===== config.mk =====
export PLATFORM = sky130hd
export DESIGN_NAME = calc_polar_from_xy_15
export DESIGN_NICKNAME = d
export VERILOG_FILES = /design/src/rtl/calc_polar_from_xy_15_pkg.sv /design/src/rtl/calc_polar_from_xy_15_trig_lut.sv /design/src/rtl/calc_polar_from_xy_15.sv
export SDC_FILE = /design/constraint.sdc
export NUM_CORES = 1
export LEC_CHECK = 0
export CAP_MARGIN = 20
export CELL_PAD_IN_SITES_DETAIL_PLACEMENT = 0
export CELL_PAD_IN_SITES_GLOBAL_PLACEMENT = 1
export CORE_ASPECT_RATIO = 0.75
export CORE_UTILIZATION = 35
export DETAILED_ROUTE_END_ITERATION = 10
export PLACE_DENSITY = 0.61
export RECOVER_POWER = 25
export SYNTH_ARGS = -nofsm -noshare
export SYNTH_HDL_FRONTEND = slang
export SYNTH_SLANG_ARGS = --single-unit

===== constraint.sdc =====
create_clock -name clock -period 7.45 [get_ports clock]
set_input_delay 1.1175 -clock clock [delete_from_list [all_inputs] [get_ports clock]]
set_output_delay 1.1175 -clock clock [all_outputs]
set_load 0.02 [all_outputs]

===== src/rtl/calc_polar_from_xy_15_pkg.sv =====
// Shared constants for the polar/Cartesian conversion blocks: angle grid,
// fixed-point scaling, FSM encodings and r_theta field positions.
package polar_consts;

  localparam int unsigned ANGLE_STEPS = 13;
  localparam int unsigned TRIG_SHIFT  = 8;

  localparam int unsigned XY_W   = 12;
  localparam int unsigned TRIG_W = 10;
  localparam int unsigned P_W    = 24;
  localparam int unsigned IDX_W  = 4;

  localparam int unsigned R_LSB  = 0;
  localparam int unsigned R_MSB  = 7;
  localparam int unsigned TH_LSB = 8;
  localparam int unsigned TH_MSB = 11;

  typedef enum logic [1:0] {
    ST_IDLE   = 2'd0,
    ST_SEARCH = 2'd1,
    ST_DONE   = 2'd2
  } state_e;

  // Scale a projection back to radius units and clamp to [0, rmax].
  function automatic logic [7:0] sat_r(input logic signed [P_W-1:0] p,
                                       input int unsigned            shift,
                                       input logic signed [P_W-1:0] rmax);
    logic signed [P_W-1:0] s;
    s = p >>> shift;
    if (s < 0)
      sat_r = '0;
    else if (s > rmax)
      sat_r = rmax[7:0];
    else
      sat_r = s[7:0];
  endfunction

endpackage


===== src/rtl/calc_polar_from_xy_15_trig_lut.sv =====
// 15-degree cos/sin table, scaled by 256, for idx 0..12 (0..180 degrees).
module trig_lut_15
  import polar_consts::*;
(
  input  logic        [IDX_W-1:0]  idx_i,
  output logic signed [TRIG_W-1:0] cos_o,
  output logic signed [TRIG_W-1:0] sin_o
);

  always_comb begin
    cos_o = '0;
    sin_o = '0;
    unique case (idx_i)
      4'd0:  begin cos_o =  10'sd256; sin_o =  10'sd0;   end
      4'd1:  begin cos_o =  10'sd247; sin_o =  10'sd66;  end
      4'd2:  begin cos_o =  10'sd222; sin_o =  10'sd128; end
      4'd3:  begin cos_o =  10'sd181; sin_o =  10'sd181; end
      4'd4:  begin cos_o =  10'sd128; sin_o =  10'sd222; end
      4'd5:  begin cos_o =  10'sd66;  sin_o =  10'sd247; end
      4'd6:  begin cos_o =  10'sd0;   sin_o =  10'sd256; end
      4'd7:  begin cos_o = -10'sd66;  sin_o =  10'sd247; end
      4'd8:  begin cos_o = -10'sd128; sin_o =  10'sd222; end
      4'd9:  begin cos_o = -10'sd181; sin_o =  10'sd181; end
      4'd10: begin cos_o = -10'sd222; sin_o =  10'sd128; end
      4'd11: begin cos_o = -10'sd247; sin_o =  10'sd66;  end
      4'd12: begin cos_o = -10'sd256; sin_o =  10'sd0;   end
      default: begin cos_o = '0; sin_o = '0; end
    endcase
  end

endmodule


===== src/rtl/calc_polar_from_xy_15.sv =====
// Cartesian (x, y>=0) to packed {theta_idx, r} by a 13-step search for the
// 15-degree angle that maximises x*cos + y*sin.
module calc_polar_from_xy_15
  import polar_consts::*;
#(
  parameter int unsigned COS_SCALE_SHIFT = 8,
  parameter int unsigned R_MAX           = 255
)(
  input  logic               clock,
  input  logic               reset,
  input  logic               start,
  input  logic signed [11:0] x,
  input  logic signed [11:0] y,
  output logic               busy,
  output logic               done,
  output logic        [11:0] r_theta
);

  localparam logic [IDX_W-1:0]      LAST_IDX = IDX_W'(ANGLE_STEPS - 1);
  localparam logic signed [P_W-1:0] R_MAX_P  = P_W'(R_MAX);
  localparam logic signed [P_W-1:0] P_MIN    = {1'b1, {(P_W-1){1'b0}}};

  state_e                    state_q, state_d;
  logic signed [XY_W-1:0]    x_q, x_d;
  logic signed [XY_W-1:0]    y_q, y_d;
  logic        [IDX_W-1:0]   idx_q, idx_d;
  logic signed [P_W-1:0]     best_p_q, best_p_d;
  logic        [IDX_W-1:0]   best_idx_q, best_idx_d;
  logic        [11:0]        r_theta_q, r_theta_d;
  logic                      busy_q, busy_d;
  logic                      done_q, done_d;

  logic signed [TRIG_W-1:0]  cos_w, sin_w;
  logic signed [P_W-1:0]     x_ext, y_ext, cos_ext, sin_ext, p;

  trig_lut_15 u_trig (
    .idx_i (idx_q),
    .cos_o (cos_w),
    .sin_o (sin_w)
  );

  // Operands widened to the projection width; the true sum always fits.
  assign x_ext   = {{(P_W-XY_W){x_q[XY_W-1]}}, x_q};
  assign y_ext   = {{(P_W-XY_W){y_q[XY_W-1]}}, y_q};
  assign cos_ext = {{(P_W-TRIG_W){cos_w[TRIG_W-1]}}, cos_w};
  assign sin_ext = {{(P_W-TRIG_W){sin_w[TRIG_W-1]}}, sin_w};
  assign p       = x_ext * cos_ext + y_ext * sin_ext;

  always_comb begin
    state_d    = state_q;
    x_d        = x_q;
    y_d        = y_q;
    idx_d      = idx_q;
    best_p_d   = best_p_q;
    best_idx_d = best_idx_q;
    r_theta_d  = r_theta_q;
    busy_d     = busy_q;
    done_d     = 1'b0;
    unique case (state_q)
      ST_IDLE: begin
        if (start) begin
          x_d        = x;
          y_d        = y[XY_W-1] ? '0 : y;
          idx_d      = '0;
          best_p_d   = P_MIN;
          best_idx_d = '0;
          busy_d     = 1'b1;
          state_d    = ST_SEARCH;
        end
      end
      ST_SEARCH: begin
        if (p > best_p_q) begin
          best_p_d   = p;
          best_idx_d = idx_q;
        end
        idx_d = idx_q + 4'd1;
        // Result is formed from the post-compare best so it lands with done.
        if (idx_q == LAST_IDX) begin
          r_theta_d[TH_MSB:TH_LSB] = best_idx_d;
          r_theta_d[R_MSB:R_LSB]   = sat_r(best_p_d, COS_SCALE_SHIFT, R_MAX_P);
          done_d                   = 1'b1;
          state_d                  = ST_DONE;
        end
      end
      ST_DONE: begin
        busy_d  = 1'b0;
        state_d = ST_IDLE;
      end
      default: begin
        busy_d  = 1'b0;
        state_d = ST_IDLE;
      end
    endcase
  end

  always_ff @(posedge clock) begin
    if (reset) begin
      state_q    <= ST_IDLE;
      x_q        <= '0;
      y_q        <= '0;
      idx_q      <= '0;
      best_p_q   <= '0;
      best_idx_q <= '0;
      r_theta_q  <= '0;
      busy_q     <= 1'b0;
      done_q     <= 1'b0;
    end else begin
      state_q    <= state_d;
      x_q        <= x_d;
      y_q        <= y_d;
      idx_q      <= idx_d;
      best_p_q   <= best_p_d;
      best_idx_q <= best_idx_d;
      r_theta_q  <= r_theta_d;
      busy_q     <= busy_d;
      done_q     <= done_d;
    end
  end

  assign busy    = busy_q;
  assign done    = done_q;
  assign r_theta = r_theta_q;

endmodule

==> flow_summary_export.csv, run 1 <==
group,metric,value,unit
synthesis,yosysTopAreaCell,"fa_1",
min_path,hp-start,"best_p_q[7]",
synthesis,ys_ff_latch,86,
sta,tns,-23.68,ns
global_route,overflow,0,
worst_setup_path,cp_data_required_time,7.77,ns
worst_setup_path,reg2reg_from,"u_trig.cos_o[4]",
global_route,antenna_found_initial,0,
power_and_ir_drop,power_density,139,mW/mm^2
sta,fin_ws,-0.655,ns
sta,finalHoldViolCount,0,
run_status,violations,"setup timing",
synthesis,synthSimpleGateAreaFrac,15.8,%
run_status,status,"complete, but fails checks",
cts,cts.clk_slew.worst_paths,0.08,ns
floorplan,rows,59,
cts,hold_buffers,0,
finish,num-nets-final,1942,
synthesis,synth_top_family_by_area,"adder cells",
global_route,grt_pass1_vias,10015,
synthesis,netlist_area,0.0123,mm^2
sta,worstMarginPinSlew,0.887,ns
detailed_routing,post_drt_wl_per_cell,16.1,um
sta,fin_crit_sh,109,%
synthesis,synthCells,1363,
placement,gp_congestion,0.851,
cts,clk_path_buf_depth,2,
worst_setup_path,reg2reg_depth,32,
detailed_routing,drc_errors,0,
synthesis,synthXorXnorAreaFrac,1.77,%
finish,num_antenna_cells,0,
power_and_ir_drop,finalPower,2.20,mW
placement,dp_hpwl,26800,um
synthesis,synth_nets,1733,
worst_setup_path,crit_type,"reg -> reg",
detailed_routing,drt_wl_total,32800,um
detailed_routing,dr_total_vias,9527,
global_route,grt_pass1_wl,53800,um
placement,post_dp_cell_area,0.0148,mm^2
cts,clkLatencyLatePin,0.38,ns
sta,finalSetupViolCount,40,
finish,final_area,0.0159,mm^2
global_route,grt_max_degree,66,
synthesis,yosys_warnings,0,
worst_setup_path,timing.rr.end,"r_theta[4]",
detailed_routing,firstDrtPassIters,5,
min_path,hold_depth,2,
sta,whs,0.468,ns
min_path,min_path_type,"reg -> reg",
sta,final.setup_skew,0.0150,ns
floorplan,die_y,164,um
detailed_routing,antenna_left,0,
finish,final_cells,2034,
floorplan,io_pins,41,
worst_setup_path,r2r_slack,-0.66,ns
placement,dp.cells,1988,
run,maxCapViolCount,0,
finish,fillers,3344,
min_path,whs_endpoint,"best_p_q[7]",
placement,io_buffers,40,
cts,numCtsBuffers,9,
synthesis,synthAdderAreaFrac,47.7,%
synthesis,synth-edff-count,0,
sta,fmax,0.123,GHz
detailed_routing,via_per_inst,4.68,
worst_setup_path,cp_slowest_cell,"fa_1",
worst_setup_path,critical-path-max-stage-delay,0.57,ns
cts,root_buffer,"clkbuf_16",
floorplan,die_area,0.0359,mm^2
sta,slew_viol_final,0,
floorplan,core,0.0346,mm^2
worst_setup_path,cp_max_fo,8,
finish,drive_gt1_share,24.8,%
floorplan,die_w,219,um
synthesis,synth-async-reset-ratio,0,%
power_and_ir_drop,p_leak,7.93,nW
worst_setup_path,crit_arrival,8.43,ns
worst_setup_path,crit_family,"adder cells",
cts,cts_num_sinks,86,
synthesis,ys_seq_area_share,14.0,%
synthesis,synth_mux_area_share,0.518,%
floorplan,start_util,35.6,%
power_and_ir_drop,peakVddDrop,136,uV
synthesis,ys_types,57,
sta,rsz0062_at_grt,"true",
detailed_routing,drt_iter0_drc,474,
worst_setup_path,start_kind,"register",
cts,cts-htree-levels,3,
synthesis,avgSynthCellArea,9.03,um^2
sta,relSlewSlack,40.8,%
finish,area_delta_synth_final,28.9,%
sta,fin_crit,8.11,ns
worst_setup_path,cp-end-kind,"register",
worst_setup_path,cp_num_buf_inv,9,
global_route,gr-usage-all-layers,19.7,%
cts,cts_tree,"done",
worst_setup_path,crit_path_frequent_cell,"fa_1",
synthesis,yosys-top-cells-area,"fa_1 34%, dfxtp_1 14%, ha_1 14%",
synthesis,ys.flop_type,"dfxtp_1",
synthesis,synth_top_area_share,34.1,%
synthesis,synth_compound_area_share,9.57,%
-- worst max-delay path by stage --
stage	from	end	slack, ns	cells after the start
finish	u_trig.cos_o[4]	r_theta[4]	-0.66	32
global route	x_q[2]	best_p_q[5]	-0.97	35
CTS	u_trig.sin_o[4]	r_theta[4]	-0.64	30
detailed placement	u_trig.sin_o[6]	r_theta[2]	-0.97	33
global placement	u_trig.sin_o[6]	r_theta[4]	-0.85	33
floorplan	u_trig.cos_o[4]	r_theta[0]	-0.25	30
-- cells in the final DEF (no fill, tap or decap), drive strengths merged, types with 20 or more instances in the layout --
master / n
a21oi: 68
a22oi: 20
and2: 122
buf: 211
clkdlybuf4s50: 39
dfxtp: 86
fa: 210
ha: 133
inv: 301
nand2: 111
nand3: 20
nor2: 69
-- per-stage QoR --
stage,worst slack (ns),util (%)
global route,-0.970,45.8
detailed placement,-0.970,42.7
global placement,-0.848,42.7
finish,-0.655,45.8
CTS,-0.642,45.3
floorplan,-0.252,-
-- synth_stat cells, types with 3 or more instances --
library cell	instances
a31oi_1	10
a21oi_1	67
mux2i_1	3
clkbuf_1	46
xor2_1	9
nor2b_1	6
o21ai_0	13
mux2_2	3
nor2_1	69
dfxtp_1	86
a21o_1	13
nand4_1	9
o221a_1	8
buf_1	6
a22oi_1	20
nand2_1	111
nor3_1	8
a211oi_1	9
nand3_1	19
nand3b_1	12
inv_1	295
and2_1	121
o22ai_1	5
o211ai_1	4
nand2b_1	9
o21bai_1	5
and3_1	4
ha_1	133
fa_1	210
xnor2_1	14
-- final cells by class --
class / count / area, um^2 / share of cell area, %
inverters: 297 / 1110 / 7.02
flip-flops and latches: 86 / 1770 / 11.1
repair buffers: 250 / 2190 / 13.8
multi-input cells: 928 / 9930 / 62.6
clock inverters: 7 / 71.3 / 0.449
clock buffers: 9 / 225 / 1.42
well taps: 457 / 572 / 3.60
-- state kept, by name, indices dropped and copies added, names as in the netlist, 4 cells and up --
register      flops
best_idx_q        4
best_p_q         24
idx_q             4
r_theta          12
u_trig.cos_o      9
u_trig.sin_o      6
x_q              12
y_q              11
-- routing by layer --
| metal | GRT usage, % | share of wire, % | up-vias |
|---|---|---|---|
| li1 | - | - | 4673 |
| met2 | 30.0 | 44 | 113 |
| met5 | 0 | 0 | - |
| met1 | 29.6 | 52 | 4724 |
| met3 | 2.62 | 2.7 | 17 |
| met4 | 4.04 | 1.0 | 0 |
-- worst reg2reg max path, delay by kind of cell (launching register included) --
family	cells	cell delay [ns]
simple gates	7	1.48
buf+inv	9	0.91
compound gates	7	1.22
flops	1	0.37
fa+ha+maj	9	4.09
-- logic make-up (layout without fill, tap and decap cells) --
kind of cell | Yosys count | count (layout)
and+or+nand+nor | 378 | 380
buffers and inverters | 351 | 563
DFF | 86 | 86
muxes | 6 | 6
adders and majority gates | 343 | 343
xor gates and xnor gates | 24 | 24
AOI/OAI and AO/OA | 175 | 175
-- where the power goes --
| part | switching (mW) | internal, mW |
|---|---|---|
| Combinational | 0.622 | 0.571 |
| Sequential | 0.0345 | 0.485 |
| Clock | 0.249 | 0.239 |
| Total | 0.905 | 1.29 |
-- repair_timing --
action | in CTS | in global routing
gates cloned | 5 | 0
pin swaps | 48 | 47
resized for setup | 89 | 39
buffers inserted | 18 | 9
setup endpoints to repair | 40 | 40
endpoints found under the hold margin | 0 | 0
Note: power is estimated with default switching activity, not from simulation.
==> inputs of run 2 (changes only) <==
- CORE_UTILIZATION: 35 -> 45
- PLACE_DENSITY: 0.61 -> 0.76
- SLEW_MARGIN: unset -> 10
==> run 2 against run 1 <==
The run still ends with setup timing left. Flip-flop and latch count unchanged. Routed wire length decreased by 1.5%. First-iteration DRC count increased by 27%. Critical path type unchanged.
==> flow_summary_export.csv, run 2 (synthesized netlist as in run 1, its figures left out) <==
group,metric,value,unit
placement,post_dp_cell_area,0.0146,mm^2
floorplan,core,0.0269,mm^2
worst_setup_path,crit_arrival,8.45,ns
worst_setup_path,cp_max_fo,6,
finish,drive_gt1_share,23.1,%
sta,fin_crit,8.24,ns
finish,largest_register,"best_p_q",
worst_setup_path,crit_path_frequent_cell,"fa_1",
global_route,overflow,0,
finish,layout_commonest_cell,"inv_1",
cts,root_buffer,"clkbuf_16",
power_and_ir_drop,peakVddDrop,120,uV
floorplan,start_util,45.7,%
finish,final-seq-area,0.00177,mm^2
worst_setup_path,cp-end-kind,"register",
sta,worstMarginPinSlew,0.890,ns
finish,num-nets-final,1924,
sta,tns,-29.30,ns
sta,fmax,0.121,GHz
sta,whs,0.472,ns
worst_setup_path,crit_type,"reg -> reg",
detailed_routing,drt_wl_total,32300,um
detailed_routing,drc_errors,0,
run_status,violations,"setup timing",
run_status,status,"complete, but fails checks",
floorplan,die_w,193,um
worst_setup_path,crit_family,"adder cells",
sta,fin_crit_sh,111,%
worst_setup_path,cp_data_required_time,7.66,ns
detailed_routing,via_per_inst,5.05,
sta,relSlewSlack,40.7,%
placement,io_buffers,40,
floorplan,die_area,0.0280,mm^2
detailed_routing,post_drt_wl_per_cell,16.9,um
placement,place_ws,-1.17,ns
placement,gp_congestion,0.891,
cts,hold_buffers,0,
detailed_routing,dr_total_vias,9639,
finish,num_antenna_cells,0,
global_route,grt_pass1_vias,10040,
sta,finalSetupViolCount,40,
detailed_routing,firstDrtPassIters,5,
detailed_routing,antenna_left,0,
finish,fillers,2401,
sta,slew_viol_final,0,
worst_setup_path,cp_slowest_cell,"fa_1",
floorplan,io_pins,41,
cts,cts_num_sinks,86,
finish,final_core_util,57.4,%
sta,rsz0062_at_grt,"true",
detailed_routing,drt_iter0_drc,602,
finish,area_delta_synth_final,25.7,%
cts,cts_tree,"done",
finish,final_cells,1908,
floorplan,rows,52,
min_path,min_path_type,"reg -> reg",
placement,dp_hpwl,26100,um
power_and_ir_drop,power_density,139,mW/mm^2
floorplan,die_y,145,um
cts,clkLatencyLatePin,0.36,ns
global_route,grt_pass1_wl,53000,um
worst_setup_path,cp_num_buf_inv,9,
placement,dp.cells,1872,
run,maxCapViolCount,0,
finish,multi_input_area,0.00991,mm^2
finish,final_area,0.0155,mm^2
cts,cts-htree-levels,3,
power_and_ir_drop,p_leak,7.86,nW
global_route,grt_max_degree,66,
global_route,gr-usage-all-layers,24.8,%
cts,clk_path_buf_depth,2,
cts,numCtsBuffers,9,
sta,final.setup_skew,0.0108,ns
global_route,antenna_found_initial,0,
worst_setup_path,critical-path-max-stage-delay,0.55,ns
sta,fin_ws,-0.791,ns
cts,cts.clk_slew.worst_paths,0.07,ns
worst_setup_path,start_kind,"register",
finish,mostFrequentLayoutCells,"285 x inv_1, 193 x fa_1, 174 x buf_4",
finish,largest_reg_flops,24,
power_and_ir_drop,finalPower,2.15,mW
sta,finalHoldViolCount,0,
-- run 2: worst min-delay path, delay by kind of cell, from the launching register on --
kind,cells,cell delay (ns)
flops,1,0.31
simple gates,1,0.06
compound gates,1,0.06
-- run 2: what timing repair did --
action | in CTS | in global routing
pin swaps | 27 | 27
endpoints found under the setup margin | 40 | 40
gates cloned | 6 | 0
resized for setup | 85 | 31
setup buffers | 14 | 4
-- run 2: layout make-up --
cell class | count | area share (%)
flip-flops and latches | 86 | 11.4
well taps | 351 | 2.84
clock buffers | 10 | 1.54
clock inverters | 4 | 0.210
multi-input cells | 929 | 64.0
repair buffers | 231 | 12.7
inverters | 297 | 7.21
-- run 2: final timing paths --
| check | slack, ns | start | end | cells after the start |
|---|---|---|---|---|
| max reg2reg | -0.79 | u_trig.cos_o[4] | best_p_q[20] | 33 |
| max | -0.79 | u_trig.cos_o[4] | best_p_q[20] | 33 |
| min | 0.47 | best_p_q[3] | best_p_q[3] | 2 |
| min reg2reg | 0.47 | best_p_q[3] | best_p_q[3] | 2 |
-- run 2: routing by layer --
layer | wire length, um | part of all wire [%] | vias to the layer above | track usage, %
li1 | - | - | 4632 | -
met3 | 1820 | 5.6 | 24 | 4.81
met2 | 14100 | 44 | 199 | 37.0
met5 | 0 | 0 | - | 0
met4 | 466 | 1.4 | 0 | 5.20
met1 | 15900 | 49 | 4784 | 37.0
-- run 2: where the power goes --
| group | leakage (nW) | internal (mW) | switching (mW) |
|---|---|---|---|
| registers | 0.709 | 0.485 | 0.0350 |
| clock network | 0.127 | 0.235 | 0.219 |
| logic | 7.02 | 0.546 | 0.632 |
==> inputs of run 3 (changes only) <==
- ABC_AREA: unset -> 1
- CORE_UTILIZATION: 45 -> 43
- PLACE_DENSITY: 0.76 -> 0.75
- clock period: 7.45 -> 7.1 ns (I/O delays scaled with it)
==> run 3 against run 2 <==
The run ends with capacitance limit, slew limit, setup timing left. Final cell count rose by 23%. Synthesized cell count is 26% higher. Critical path depth grew 6. Global-route usage decreased by 0.49 points. Worst hold slack worse by 0.012 ns. Flip-flop and latch count is the same. Count of clock-buffer cells in the layout decreased by 1. Non-clock buffer count is 51 higher. Total power is 82% higher. Critical endpoint is now r_theta[6]. Highest routed layer unchanged.
==> flow_summary_export.csv, run 3 <==
group,metric,value,unit
run_status,status,"complete, but fails checks",
run_status,violations,"capacitance limit, slew limit, setup timing",
detailed_routing,drt_iter0_drc,678,
placement,io_buffers,40,
finish,drive_gt1_share,25.7,%
sta,fmax,0.130,GHz
cts,cts-htree-levels,3,
worst_setup_path,start_kind,"register",
sta,slew_viol_final,24,
detailed_routing,met2WireLength,15600,um
sta,tns,-16.62,ns
floorplan,io_pins,41,
placement,gp_congestion,0.929,
global_route,grt_max_degree,37,
synthesis,synth_mux_area_share,0,%
detailed_routing,via_per_inst,4.66,
finish,largest_register,"best_p_q",
cts,clk_path_buf_depth,2,
synthesis,synthAdderAreaFrac,45.5,%
power_and_ir_drop,power_density,233,mW/mm^2
synthesis,synth-async-reset-ratio,0,%
synthesis,synthCells,1711,
min_path,hp-start,"best_p_q[2]",
power_and_ir_drop,p_int,2.12,mW
synthesis,synth-edff-count,0,
sta,fin_ws,-0.596,ns
cts,cts_num_sinks,86,
synthesis,synth_nets,2081,
sta,fin_crit_sh,108,%
detailed_routing,dr_total_vias,10965,
global_route,grt_pass1_wl,57900,um
power_and_ir_drop,combPwrFrac,72.2,%
finish,area_delta_synth_final,30.4,%
synthesis,synth_top_family_by_area,"adder cells",
synthesis,avgSynthCellArea,7.54,um^2
synthesis,synthSimpleGateAreaFrac,19.4,%
power_and_ir_drop,peakVddDrop,184,uV
global_route,grt_pass1_vias,11134,
worst_setup_path,r2r_slack,-0.60,ns
placement,dp_hpwl,29200,um
cts,hold_buffers,0,
min_path,whs_endpoint,"best_p_q[2]",
finish,num-nets-final,2327,
synthesis,yosysMostFrequentCell,"inv_1",
synthesis,ys.flop_type,"dfxtp_1",
min_path,hold_depth,2,
detailed_routing,wl_met3,1900,um
global_route,antenna_found_initial,2,
finish,largest_reg_flops,24,
finish,fillers,2744,
floorplan,start_util,44.0,%
floorplan,die_y,152,um
synthesis,yosys_warnings,0,
cts,clkLatencyLatePin,0.37,ns
worst_setup_path,critical-path-max-stage-delay,0.54,ns
worst_setup_path,cp_max_fo,10,
finish,mostFrequentLayoutCells,"450 x inv_1, 375 x nand2_1, 210 x buf_4",
sta,rsz0062_at_grt,"true",
worst_setup_path,cp_slowest_cell,"fa_1",
finish,layout_commonest_cell,"inv_1",
floorplan,rows,54,
global_route,gr-usage-all-layers,24.3,%
sta,final.setup_skew,0.0123,ns
min_path,min_path_type,"reg -> reg",
detailed_routing,post_drt_wl_per_cell,15.0,um
sta,worstMarginPinSlew,1.50,ns
synthesis,yosys-top-cells-count,"484 x inv_1, 436 x nand2_1, 210 x fa_1",
synthesis,synth_top_area_share,32.6,%
detailed_routing,firstDrtPassIters,5,
detailed_routing,drc_errors,0,
run,maxCapViolCount,1,
synthesis,ys_seq_area_share,13.3,%
detailed_routing,drt_wl_total,35300,um
worst_setup_path,timing.rr.end,"r_theta[6]",
worst_setup_path,cp_data_required_time,7.34,ns
detailed_routing,top_layer,"met4",
cts,root_buffer,"clkbuf_16",
synthesis,yosys-top-cells-area,"fa_1 33%, inv_1 14%, dfxtp_1 13%",
floorplan,die_area,0.0307,mm^2
power_and_ir_drop,clockPowerShare,12.7,%
synthesis,synth_compound_area_share,5.21,%
floorplan,core,0.0293,mm^2
placement,place_ws,-0.891,ns
synthesis,netlist_area,0.0129,mm^2
synthesis,yosysTopAreaCell,"fa_1",
power_and_ir_drop,power.share.sequential,15.1,%
worst_setup_path,crit_arrival,7.93,ns
synthesis,ys_ff_latch,86,
sta,finalSetupViolCount,40,
global_route,overflow,0,
worst_setup_path,reg2reg_depth,39,
detailed_routing,wl_met1,17500,um
sta,finalHoldViolCount,0,
sta,relSlewSlack,-0.299,%
detailed_routing,antenna_left,0,
sta,fin_crit,7.70,ns
synthesis,synthXorXnorAreaFrac,0.950,%
power_and_ir_drop,swShare,46.0,%
power_and_ir_drop,p_leak,9.67,nW
floorplan,die_w,202,um
worst_setup_path,cp-end-kind,"register",
worst_setup_path,reg2reg_from,"u_trig.cos_o[4]",
cts,numCtsBuffers,9,
power_and_ir_drop,switchingPower,1.81,mW
cts,cts.clk_slew.worst_paths,0.07,ns
worst_setup_path,crit_type,"reg -> reg",
cts,cts_tree,"done",
worst_setup_path,crit_path_frequent_cell,"fa_1",
synthesis,ys_types,34,
## run 3: cell types whose count changed in the layout (fill, tap and decap cells not counted), sizes merged, moves of 14 or more
cell	delta
inv	+193
o21ai	+27
nor2	+14
buf	+49
nand2	+332
a22oi	-20
nand3	+32
and2	-122
## run 3: per-stage QoR
step | area [um^2] | util (%) | total power [mW] | std cells | hold WS [ns]
6_report | 16800 | 57.4 | 3.93 | 2355 | 0.460
2_1_floorplan | 13200 | - | 1.94 | 1711 | 0.440
4_1_cts | 16400 | 56.0 | 3.73 | 2342 | 0.464
5_1_grt | 16800 | 57.4 | 4.27 | 2354 | 0.483
3_3_place_gp | 15400 | 52.4 | 2.83 | 2288 | 0.449
3_5_place_dp | 15400 | 52.4 | 2.84 | 2288 | 0.453
## run 3: area by class of cell
class                   count  area (um^2)  share of cell area (%)
clock buffers               9          225                    1.34
well taps                 392          490                    2.91
multi-input cells        1092         9980                    59.3
flip-flops and latches     86         1780                    10.6
clock inverters             7         67.6                   0.401
inverters                 486         1840                    10.9
repair buffers            282         2450                    14.5
diodes                      1         2.50                  0.0149
## run 3: worst max-delay path by stage
stage          cells after the start         end             from
2_1_floorplan                     43  r_theta[1]  u_trig.cos_o[4]
3_3_place_gp                      40  r_theta[5]  u_trig.cos_o[6]
3_5_place_dp                      40  r_theta[2]  u_trig.cos_o[6]
4_1_cts                           44  r_theta[7]  u_trig.cos_o[4]
5_1_grt                           45  r_theta[4]  u_trig.cos_o[4]
6_report                          39  r_theta[6]  u_trig.cos_o[4]
## run 3: power groups by stage
stage / logic [mW] / clock network, mW / registers (mW)
6_report: 2.84 / 0.498 / 0.592
2_1_floorplan: 1.37 / 0 / 0.571
3_5_place_dp: 2.24 / 0 / 0.602
4_1_cts: 2.63 / 0.511 / 0.588
3_3_place_gp: 2.23 / 0 / 0.600
5_1_grt: 3.15 / 0.523 / 0.598
## run 3: timing repair
item / in CTS / in global routing
setup buffers: 37 / 15
cloned: 1 / 0
gates resized for setup: 137 / 102
setup endpoints to repair: 40 / 40
pin swaps: 75 / 87
## run 3: logic make-up after synthesis
| group | count (synthesis) |
|---|---|
| buf+inv | 534 |
| compound gates | 124 |
| simple gates | 610 |
| fa+ha+maj | 343 |
| flops | 86 |
| xor+xnor | 14 |
## run 3: layer usage
metal	GRT usage (%)	vias up
li1	-	5463
met4	4.18	0
met2	37.6	215
met1	36.1	5266
met5	0	-
met3	3.88	21
## run 3: critical path, delay by kind of cell, from the launching register on
kind                     cells  cell delay, ns
XOR/XNOR                     1            0.20
AND/OR/NAND/NOR             14            1.29
flip-flops                   1            0.36
adder cells (fa/ha/maj)      9            4.08
AO/OA/AOI/OAI                3            0.39
buffers and inverters       12            1.21
